### config.mk
export PLATFORM = sky130hd
export DESIGN_NAME = ps2_host_tx
export DESIGN_NICKNAME = d
export VERILOG_FILES = /design/src/rtl/ps2_pkg.sv /design/src/rtl/ps2_tx_timer.sv /design/src/rtl/ps2_host_tx.sv
export SDC_FILE = /design/constraint.sdc
export NUM_CORES = 1
export LEC_CHECK = 0
export BUFFER_PORTS_ARGS = -buffer_cell sky130_fd_sc_hd__buf_4
export CAP_MARGIN = 0
export CORE_UTILIZATION = 24
export DETAILED_ROUTE_END_ITERATION = 6
export PLACE_DENSITY = 0.37
export RECOVER_POWER = 100
export SLEW_MARGIN = 25
export SYNTH_ARGS = -nofsm -noshare
export SYNTH_HDL_FRONTEND = slang
export SYNTH_SLANG_ARGS = --single-unit
### constraint.sdc
create_clock -name sys_clk -period 3.03 [get_ports sys_clk]
set_clock_uncertainty 0.15 [all_clocks]
set_input_delay 0 -clock sys_clk [delete_from_list [all_inputs] [get_ports sys_clk]]
set_output_delay 0 -clock sys_clk [all_outputs]
set_load 0.005 [all_outputs]
### src/rtl/ps2_pkg.sv
// Shared PS/2 definitions: transmitter states, frame sizes and 50 MHz timing defaults.
package ps2_pkg;

  typedef enum logic [2:0] {
    IDLE,
    INHIBIT,
    START,
    SEND,
    ACK
  } ps2_tx_state_t;

  localparam int PS2_FRAME_BITS          = 11;
  localparam int PS2_TX_SHIFT_BITS       = 10;
  localparam int PS2_INHIBIT_CYCLES_50M  = 5000;
  localparam int PS2_TIMEOUT_CYCLES_50M  = 100000;

  // Serial order LSB first: d0..d7, odd parity, stop.
  function automatic logic [PS2_TX_SHIFT_BITS-1:0] ps2_tx_frame(input logic [7:0] d);
    return {1'b1, ~^d, d};
  endfunction

endpackage

### src/rtl/ps2_tx_timer.sv
// Loadable down-counter shared by the inhibit interval and the device clock timeout.
module ps2_tx_timer #(
  parameter int WIDTH = 17
) (
  input  logic             sys_clk,
  input  logic             sys_rst,
  input  logic             load,
  input  logic [WIDTH-1:0] value,
  output logic             expired
);

  logic [WIDTH-1:0] r_count;

  always_ff @(posedge sys_clk) begin
    if (sys_rst) begin
      r_count <= '0;
    end else if (load) begin
      r_count <= value;
    end else if (r_count != '0) begin
      r_count <= r_count - 1'b1;
    end
  end

  assign expired = (r_count == '0);

endmodule

### src/rtl/ps2_host_tx.sv
// Host-to-device PS/2 transmitter: request-to-send, 10 serial bits, then the device ACK bit.
module ps2_host_tx
  import ps2_pkg::*;
#(
  parameter int INHIBIT_CYCLES = PS2_INHIBIT_CYCLES_50M,
  parameter int TIMEOUT_CYCLES = PS2_TIMEOUT_CYCLES_50M
) (
  input  logic       sys_clk,
  input  logic       sys_rst,
  input  logic       ps2_clk_negedge,
  input  logic       ps2_data,
  input  logic [7:0] tx_data,
  input  logic       tx_start,
  output logic       busy,
  output logic       done,
  output logic       error,
  output logic       ps2_clk_oe,
  output logic       ps2_data_oe
);

  localparam int TIMER_MAX = (INHIBIT_CYCLES > TIMEOUT_CYCLES) ? INHIBIT_CYCLES : TIMEOUT_CYCLES;
  localparam int TW        = $clog2(TIMER_MAX + 1);
  localparam int BW        = $clog2(PS2_FRAME_BITS);

  ps2_tx_state_t               r_state;
  logic [PS2_TX_SHIFT_BITS-1:0] r_shreg;
  logic [BW-1:0]               r_bit_cnt;
  logic                        r_busy;
  logic                        r_done;
  logic                        r_error;
  logic                        r_clk_oe;
  logic                        r_data_oe;

  logic                        w_load;
  logic [TW-1:0]               w_value;
  logic                        w_expired;
  logic                        w_accept;

  assign w_accept = (r_state == IDLE) && !r_busy && tx_start;

  // Entry to SEND loads the full timeout so the first negedge gets TIMEOUT_CYCLES+1 cycles;
  // each negedge reloads one less because the reload cycle itself already counts.
  always_comb begin
    w_load  = 1'b0;
    w_value = '0;
    case (r_state)
      IDLE: begin
        if (w_accept) begin
          w_load  = 1'b1;
          w_value = TW'(INHIBIT_CYCLES - 1);
        end
      end
      START: begin
        w_load  = 1'b1;
        w_value = TW'(TIMEOUT_CYCLES);
      end
      SEND, ACK: begin
        if (ps2_clk_negedge) begin
          w_load  = 1'b1;
          w_value = TW'(TIMEOUT_CYCLES - 1);
        end
      end
      default: ;
    endcase
  end

  ps2_tx_timer #(
    .WIDTH (TW)
  ) u_timer (
    .sys_clk (sys_clk),
    .sys_rst (sys_rst),
    .load    (w_load),
    .value   (w_value),
    .expired (w_expired)
  );

  always_ff @(posedge sys_clk) begin
    if (sys_rst) begin
      r_state   <= IDLE;
      r_shreg   <= '0;
      r_bit_cnt <= '0;
      r_busy    <= 1'b0;
      r_done    <= 1'b0;
      r_error   <= 1'b0;
      r_clk_oe  <= 1'b0;
      r_data_oe <= 1'b0;
    end else begin
      r_done <= 1'b0;
      case (r_state)
        IDLE: begin
          r_clk_oe  <= 1'b0;
          r_data_oe <= 1'b0;
          // busy stays up through the done cycle, so a start there is refused.
          r_busy    <= 1'b0;
          if (w_accept) begin
            r_shreg  <= ps2_tx_frame(tx_data);
            r_error  <= 1'b0;
            r_busy   <= 1'b1;
            r_clk_oe <= 1'b1;
            r_state  <= INHIBIT;
          end
        end
        INHIBIT: begin
          if (w_expired) begin
            r_data_oe <= 1'b1;
            r_state   <= START;
          end
        end
        START: begin
          r_clk_oe  <= 1'b0;
          r_bit_cnt <= '0;
          r_state   <= SEND;
        end
        SEND: begin
          if (ps2_clk_negedge) begin
            r_data_oe <= ~r_shreg[0];
            r_shreg   <= {1'b0, r_shreg[PS2_TX_SHIFT_BITS-1:1]};
            r_bit_cnt <= r_bit_cnt + 1'b1;
            if (r_bit_cnt == BW'(PS2_TX_SHIFT_BITS - 1)) begin
              r_state <= ACK;
            end
          end else if (w_expired) begin
            r_clk_oe  <= 1'b0;
            r_data_oe <= 1'b0;
            r_error   <= 1'b1;
            r_done    <= 1'b1;
            r_state   <= IDLE;
          end
        end
        ACK: begin
          if (ps2_clk_negedge) begin
            r_error <= ps2_data;
            r_done  <= 1'b1;
            r_state <= IDLE;
          end else if (w_expired) begin
            r_clk_oe  <= 1'b0;
            r_data_oe <= 1'b0;
            r_error   <= 1'b1;
            r_done    <= 1'b1;
            r_state   <= IDLE;
          end
        end
        default: r_state <= IDLE;
      endcase
    end
  end

  assign busy        = r_busy;
  assign done        = r_done;
  assign error       = r_error;
  assign ps2_clk_oe  = r_clk_oe;
  assign ps2_data_oe = r_data_oe;

endmodule

==> results of run 1 <==
sequential cells by signal, summed over array words and instances, names as in the netlist:
| signal | cells |
|---|---|
| ps2_data_oe | 1 |
| u_timer.r_count | 17 |
| busy | 1 |
| r_state | 3 |
| ps2_clk_oe | 1 |
| done | 1 |
| r_shreg | 10 |
| error | 1 |
| r_bit_cnt | 4 |
cell families after synthesis:
group | after synthesis | synth area share (%)
DFF | 39 | 36.8
xor gates and xnor gates | 19 | 7.85
AOI/OAI and AO/OA | 58 | 17.2
muxes | 10 | 4.72
adders and majority gates | 4 | 2.36
buffers and inverters | 17 | 3.60
and+or+nand+nor | 108 | 27.5
worst max-delay path: stages, from the launching register on:
cell	delay, ns
dfxtp_1	0.35
nor4_1	0.64
nand4_1	0.47
or2_0	0.55
a211oi_1	0.33
nor4_1	0.08
power breakdown:
| part | leakage [uW] | internal [uW] | total [uW] | switching [uW] |
|---|---|---|---|---|
| clock network | 0.0000513 | 242 | 428 | 186 |
| logic | 0.000641 | 408 | 970 | 562 |
| registers | 0.000320 | 664 | 816 | 152 |
path summary, 6_finish.rpt:
| check | to | slack (ns) |
|---|---|---|
| worst max register to register | r_state[1]$_SDFFE_PP0P_ | 0.32 |
| worst min-delay path | error$_SDFFE_PP0P_ | 0.008 |
| worst min register to register | r_shreg[9]$_SDFFE_PP0P_ | 0.32 |
| worst max-delay path | r_state[1]$_SDFFE_PP0P_ | 0.32 |
metrics by stage:
step / setup WS [ns] / hold WS, ns
after floorplan: 1.17 / 0.0358
after global placement: 0.753 / 0.233
after detailed placement: 0.778 / 0.236
after CTS: 0.223 / 0.00168
after global routing: 0.150 / 0.0288
final: 0.318 / 0.00786
area by class of cell:
type | instances | area [sq um]
tap | 105 | 131
clock inverter | 1 | 30.0
inverter | 4 | 15.0
multi-input combinational | 199 | 1230
clock buffer | 6 | 72.6
fill | 898 | 5830
timing repair buffer | 35 | 293
sequential | 39 | 781
routing by layer:
metal / part of all wire, % / vias up / global-route usage [%] / wire (microns)
met5: 0 / - / 0 / 0
met3: 2.5 / 7 / 2.61 / 138
met1: 54 / 886 / 18.7 / 2950
li1: - / 967 / - / -
met2: 42 / 22 / 19.0 / 2310
met4: 1.1 / 0 / 3.73 / 58
layout by cell type (no fill, tap or decap), types with 2 or more instances in the layout:
cell type and n:
clkbuf_8 5, a31oi_1 5, inv_1 4, nand3b_1 6, and3_1 4, nand4b_1 2
dfxtp_1 39, nand2b_1 5, nand2_1 17, a21o_1 2, o211ai_1 4, nand4_1 2
a211oi_1 13, mux2i_1 10, xnor2_1 9, nor3_1 8, xor2_1 10, nor2b_1 5
or2_2 2, buf_4 14, clkbuf_1 3, nand3_1 7, nor4_1 3, or3_1 3
a21oi_1 18, ha_1 4, o21ai_0 10, dlygate4sd3_1 15, clkbuf_4 4, nor3b_1 3
nor2_1 36
timing repair:
action,CTS,global route
setup buffers,0,0
endpoints found under the hold margin,24,0
resized for setup,0,1
hold buffers,15,0
endpoints found under the setup margin,0,3
==> impl_metrics.toml, run 1 <==
[yosys]
synth.ff_latch_count = 39
ys_async_sr_fraction_pct = 0
ys_seq_area_share_pct = 36.8
synth.area.top_cells = "dfxtp_1 37%, nor2_1 6.4%, mux2i_1 4.7%"
yosysTopAreaCell = "dfxtp_1"
ys_warn_count = 0
ys_dominant_reg_cell = "dfxtp_1"
synth_common_cells = "39 x dfxtp_1, 36 x nor2_1, 18 x a21oi_1, 18 x nand2_1, 13 x a211oi_1"
synth_edf_count = 0
synth_top_area_share_pct = 36.8
syn-instance-count = 255
syn-cell-area_sq_um = 2120
post-synth-top-count-cell = "dfxtp_1"
synth_area_per_cell_sq_um = 8.32
synthDistinctLibCells = 42
syn_nets = 272

[timing]
hold_viol = 0
period_needed_ns = 2.71
period_share_pct = 89.5
fmax_mhz = 369
slew_headroom_pct = 46.1
rsz0062_at_grt = "no"
slew_viol_final = 0
fin_setup_tns_ns = 0
setup-violations-final = 0
max_slew.worst_pin.slew_ns = 0.801

[setup_path]
cp-end-kind = "register"
rr_worst_depth = 5
arrival_ns = 2.73
timing.rr.start = "u_timer.r_count[9]$_SDFFE_PP0P_"
cp-startpoint = "u_timer.r_count[9]$_SDFFE_PP0P_"
critical_path_class = "reg -> reg"
crit_fanout = 9
crit_required_ns = 3.04
setup.worst_path.start_class = "register"

[die]
ioPinCount = 18
die_h_microns = 96.0
die_w_microns = 96.0
coreArea_sq_um = 8380
dieArea_sq_um = 9220
start_util_pct = 25.3
rows = 33

[place]
dp.cells = 367
portBuffers = 17
dp_hpwl_mm = 3.83
place_area_sq_um = 2340
place.gp.congestion = 0.757

[global_routing]
track_usage_pct = 12.9
first_global_vias = 1771
grt_overflow = 0
antenna_found_initial = 0
grt_pass1_wl_mm = 9.12
grt_max_degree = 30

[route]
remaining_drc_errors = 0
firstDrtPassIters = 6
first_iter_violations = 56
drt_wl_total_mm = 5.46
vias = 1882
via_per_inst = 4.84
ant_nets = 0
wl_per_cell_microns = 14.0

[clock_tree]
cts_sinks = 39
cts_tree = "built"
root_buffer = "clkbuf_8"
cts_htree_levels = 2
clkSlewWorstSetupHoldPaths_ns = 0.09
clk-insertion-delay-late_ns = 0.30
cts_buffer_depth = 2
numCtsBuffers = 5

[finish]
areaGrowthSynthToFinish_pct = 20.4
antennaDiodeCount = 0
fin_cells = 389
stdcell_area_sq_um = 2550
finish.utilization_pct = 30.5
nets = 301
drive_gt1_share_pct = 9.86

[power]
max-vdd-ir-drop_mv = 0.200
power_density_nw_per_um2 = 867
p_leak_uw = 0.00101
finalPower_uw = 2210

[hold_path]
hp-start = "ps2_data"
min_delay_path_depth = 4
min_path_type = "in -> reg"

[flow_run]
maxCapViolCount = 0

[outcome]
status = "completed"
Note: power is estimated with default switching activity, not from simulation.
==> run 2, diff against run 1 <==
--- a/config.mk
+++ b/config.mk
@@ -7,9 +7,9 @@
 export LEC_CHECK = 0
 export BUFFER_PORTS_ARGS = -buffer_cell sky130_fd_sc_hd__buf_4
 export CAP_MARGIN = 0
-export CORE_UTILIZATION = 24
+export CORE_UTILIZATION = 40
 export DETAILED_ROUTE_END_ITERATION = 6
-export PLACE_DENSITY = 0.37
+export PLACE_DENSITY = 0.55
 export RECOVER_POWER = 100
 export SLEW_MARGIN = 25
 export SYNTH_ARGS = -nofsm -noshare
==> constraint.sdc (replaced) <==
create_clock -name sys_clk -period 2.7 [get_ports sys_clk]
set_clock_uncertainty 0.15 [all_clocks]
set_input_delay 0.675 -clock sys_clk [delete_from_list [all_inputs] [get_ports sys_clk]]
set_output_delay 0.675 -clock sys_clk [all_outputs]
set_load 0.005 [all_outputs]
==> impl_metrics.toml, run 2 (synthesis results as in run 1) <==
[route]
via_per_inst = 5.29
remaining_drc_errors = 0
firstDrtPassIters = 4
drt_wl_total_mm = 4.67
wl_per_cell_microns = 13.7
first_iter_violations = 151
vias = 1810
ant_nets = 0

[global_routing]
first_global_vias = 1596
antenna_found_initial = 0
grt_max_degree = 30
grt_pass1_wl_mm = 7.74
grt_overflow = 0
track_usage_pct = 18.1

[outcome]
status = "completed"

[die]
die_h_microns = 74.8
coreArea_sq_um = 5110
start_util_pct = 41.5
die_w_microns = 74.8
rows = 26
ioPinCount = 18
dieArea_sq_um = 5600

[timing]
fmax_mhz = 433
period_needed_ns = 2.31
max_slew.worst_pin.slew_ns = 0.837
fin_setup_tns_ns = 0
hold_viol = 0
period_share_pct = 85.6
worst_hold_slack_ns = 0.326
slew_headroom_pct = 43.7
slew_viol_final = 0
rsz0062_at_grt = "no"
setup-violations-final = 0

[setup_path]
setup.worst_path.start_class = "register"
arrival_ns = 2.38
cp-end-kind = "register"
crit_fanout = 6
crit_required_ns = 2.77
critical_path_class = "reg -> reg"

[clock_tree]
cts_buffer_depth = 2
clk-insertion-delay-late_ns = 0.29
post_cts_buffers = 0
root_buffer = "clkbuf_8"
numCtsBuffers = 5
cts_tree = "built"
cts_hold_buf = 0
cts_resized = 0
cts_htree_levels = 2
cts_sinks = 39
clkSlewWorstSetupHoldPaths_ns = 0.08

[place]
dp_hpwl_mm = 3.38
portBuffers = 17
place.gp.congestion = 0.787

[power]
finalPower_uw = 2450
p_leak_uw = 0.000953
max-vdd-ir-drop_mv = 0.276
power_density_nw_per_um2 = 1020

[finish]
nets = 288
top_register = "u_timer.r_count"
final_cell_mix = "39 x dfxtp_1, 36 x nor2_1, 18 x nand2_1, 18 x a21oi_1, 14 x buf_4"
areaGrowthSynthToFinish_pct = 12.9
largest_reg_flops = 17
final_common_cell = "dfxtp_1"
reg.largest.list = "u_timer.r_count x17, r_shreg x10, r_bit_cnt x4"
drive_gt1_share_pct = 11.4
antennaDiodeCount = 0

[hold_path]
min_path_type = "reg -> reg"

[flow_run]
maxCapViolCount = 0
[run 2: cell types whose count changed in the layout (fill, tap and decap cells not counted), sizes merged]
cell         delta
bufinv          -1
clkbuf          +4
dlygate4sd3    -15
[run 2: final cells by class]
class                           instances  area (sq um)
Sequential cell                        39           781
Inverter                                4          15.0
Fill cell                             528          2710
Multi-Input combinational cell        199          1260
Tap cell                               70          87.6
Clock buffer                            8           100
Timing Repair Buffer                   22           154
[run 2: final timing paths]
| path | endpoint | slack, ns | startpoint | cells past startpoint |
|---|---|---|---|---|
| max | u_timer.r_count[16]$_SDFFE_PP0P_ | 0.39 | u_timer.r_count[2]$_SDFFE_PP0P_ | 5 |
| min reg2reg | r_shreg[9]$_SDFFE_PP0P_ | 0.33 | r_shreg[9]$_SDFFE_PP0P_ | 2 |
| min | r_shreg[9]$_SDFFE_PP0P_ | 0.33 | r_shreg[9]$_SDFFE_PP0P_ | 2 |
| max reg2reg | u_timer.r_count[16]$_SDFFE_PP0P_ | 0.39 | u_timer.r_count[2]$_SDFFE_PP0P_ | 5 |
[run 2: metal layers]
| layer | routed length [microns] | track usage [%] | vias up |
|---|---|---|---|
| li1 | - | - | 939 |
| met1 | 2440 | 27.0 | 833 |
| met2 | 2020 | 26.0 | 32 |
| met3 | 152 | 3.88 | 6 |
| met4 | 61 | 5.45 | 0 |
| met5 | 0 | 0 | - |
[run 2: worst max-delay path: stages (launching register included)]
cell and delay, ns:
dfxtp_1 0.35, nor4_1 0.75, and3_1 0.38, nand3_1 0.13, or3_1 0.33, a31oi_1 0.16
[run 2: metrics by stage]
| step | util (%) | instance area [sq um] | setup WS, ns | std cells |
|---|---|---|---|---|
| global route | 46.9 | 2390 | 0.302 | 342 |
| global placement | 45.3 | 2310 | 0.520 | 334 |
| finish | 46.9 | 2390 | 0.390 | 342 |
| floorplan | - | 2120 | 0.590 | 255 |
| CTS | 47.2 | 2410 | 0.551 | 342 |
| detailed placement | 45.3 | 2310 | 0.489 | 334 |
[run 2: where the power goes]
part           switching [uW]  total, uW  internal (uW)
combinational             649       1100            454
clock                     198        431            233
sequential                166        912            746
==> run 3, diff against run 2 <==
--- a/config.mk
+++ b/config.mk
@@ -7,9 +7,9 @@
 export LEC_CHECK = 0
 export BUFFER_PORTS_ARGS = -buffer_cell sky130_fd_sc_hd__buf_4
 export CAP_MARGIN = 0
-export CORE_UTILIZATION = 40
+export CORE_UTILIZATION = 59
 export DETAILED_ROUTE_END_ITERATION = 6
-export PLACE_DENSITY = 0.55
+export PLACE_DENSITY = 0.77
 export RECOVER_POWER = 100
 export SLEW_MARGIN = 25
 export SYNTH_ARGS = -nofsm -noshare
==> impl_metrics.toml, run 3 (synthesis results as in run 1) <==
[finish]
antennaDiodeCount = 0
drive_gt1_share_pct = 11.1
final_common_cell = "dfxtp_1"
reg.largest.list = "u_timer.r_count x17, r_shreg x10, r_bit_cnt x4"
areaGrowthSynthToFinish_pct = 9.09
largest_reg_flops = 17
nets = 287
finish.utilization_pct = 68.3
top_register = "u_timer.r_count"
fill_cells = 276
fin_cells = 316
final_cell_mix = "39 x dfxtp_1, 36 x nor2_1, 18 x nand2_1, 18 x a21oi_1, 14 x buf_4"

[die]
die_h_microns = 62.0
dieArea_sq_um = 3840
coreArea_sq_um = 3390
ioPinCount = 18
start_util_pct = 62.6
rows = 21
die_w_microns = 62.0

[timing]
max_slew.worst_pin.slew_ns = 0.849
fin_setup_tns_ns = 0
hold_viol = 0
period_share_pct = 86.7
setup-violations-final = 0
rsz0062_at_grt = "no"
period_needed_ns = 2.34
slew_headroom_pct = 42.9
fmax_mhz = 427
slew_viol_final = 0

[place]
portBuffers = 17
dp.cells = 309
place.gp.congestion = 0.819
dp_hpwl_mm = 3.17

[setup_path]
setup.worst_path.start_class = "register"
crit_required_ns = 2.84
critical_path_class = "reg -> reg"
cp-end-kind = "register"
arrival_ns = 2.48
crit_fanout = 6

[clock_tree]
cts_hold_buf = 0
cts_tree = "built"
clkSlewWorstSetupHoldPaths_ns = 0.12
cts_buffer_depth = 2
clk-insertion-delay-late_ns = 0.36
cts_htree_levels = 2
cts_sinks = 39
numCtsBuffers = 5
root_buffer = "clkbuf_4"
cts_resized = 0
post_cts_buffers = 0

[flow_run]
maxCapViolCount = 0

[power]
power_density_nw_per_um2 = 1010
p_leak_uw = 0.000931
max-vdd-ir-drop_mv = 0.531

[route]
firstDrtPassIters = 5
ant_nets = 0
drt_wl_total_mm = 4.49
remaining_drc_errors = 0
wl_per_cell_microns = 14.2
via_per_inst = 5.92
vias = 1872
first_iter_violations = 251

[outcome]
status = "completed"

[global_routing]
antenna_found_initial = 0
grt_max_degree = 30
grt_pass1_wl_mm = 7.24
track_usage_pct = 26.0
first_global_vias = 1599
grt_overflow = 0

[hold_path]
min_path_type = "reg -> reg"
-- run 3: cell types whose count changed in the layout (fill, tap and decap cells not counted), sizes merged --
cell / previous run / this run
clkbuf: 16 / 13
clkinv: 0 / 1
-- run 3: final cells by class --
type	instances	area (sq um)	share of cell area [%]
inverters	4	15.0	0.649
repair buffers	21	146	6.33
flip-flops and latches	39	781	33.7
clock inverters	1	5.00	0.216
multi-input cells	199	1260	54.4
well taps	46	57.6	2.49
clock buffers	6	51.3	2.22
-- run 3: critical path, cell delays in order (launching register included) --
cell,delay (ns)
dfxtp_1,0.37
nor4_1,0.76
and3_1,0.38
nand3_1,0.13
or3_1,0.34
a31oi_1,0.16
-- run 3: metrics by stage --
step / hold WS, ns / total power (uW) / area [sq um] / setup WS (ns)
floorplan: 0.286 / 1780 / 2120 / 0.590
global placement: 0.305 / 2010 / 2270 / 0.556
detailed placement: 0.311 / 2020 / 2270 / 0.520
CTS: 0.334 / 2340 / 2330 / 0.557
global route: 0.363 / 2510 / 2310 / 0.274
finish: 0.334 / 2330 / 2310 / 0.360
-- run 3: worst paths after layout --
path | start | slack, ns | endpoint | cells after the start
max | u_timer.r_count[2]$_SDFFE_PP0P_ | 0.36 | u_timer.r_count[16]$_SDFFE_PP0P_ | 5
min | r_shreg[9]$_SDFFE_PP0P_ | 0.33 | r_shreg[9]$_SDFFE_PP0P_ | 2
max reg2reg | u_timer.r_count[2]$_SDFFE_PP0P_ | 0.36 | u_timer.r_count[16]$_SDFFE_PP0P_ | 5
min reg2reg | r_shreg[9]$_SDFFE_PP0P_ | 0.33 | r_shreg[9]$_SDFFE_PP0P_ | 2
-- run 3: where the power goes --
| group | switching [uW] | internal, uW | total (uW) |
|---|---|---|---|
| clock network | 194 | 121 | 315 |
| logic | 633 | 452 | 1090 |
| registers | 180 | 745 | 925 |
-- run 3: layer usage --
| metal | global-route usage (%) | routed length (microns) |
|---|---|---|
| met1 | 37.2 | 2250 |
| met2 | 37.2 | 1930 |
| met4 | 11.7 | 66 |
| met3 | 5.59 | 252 |
| met5 | 0 | 0 |
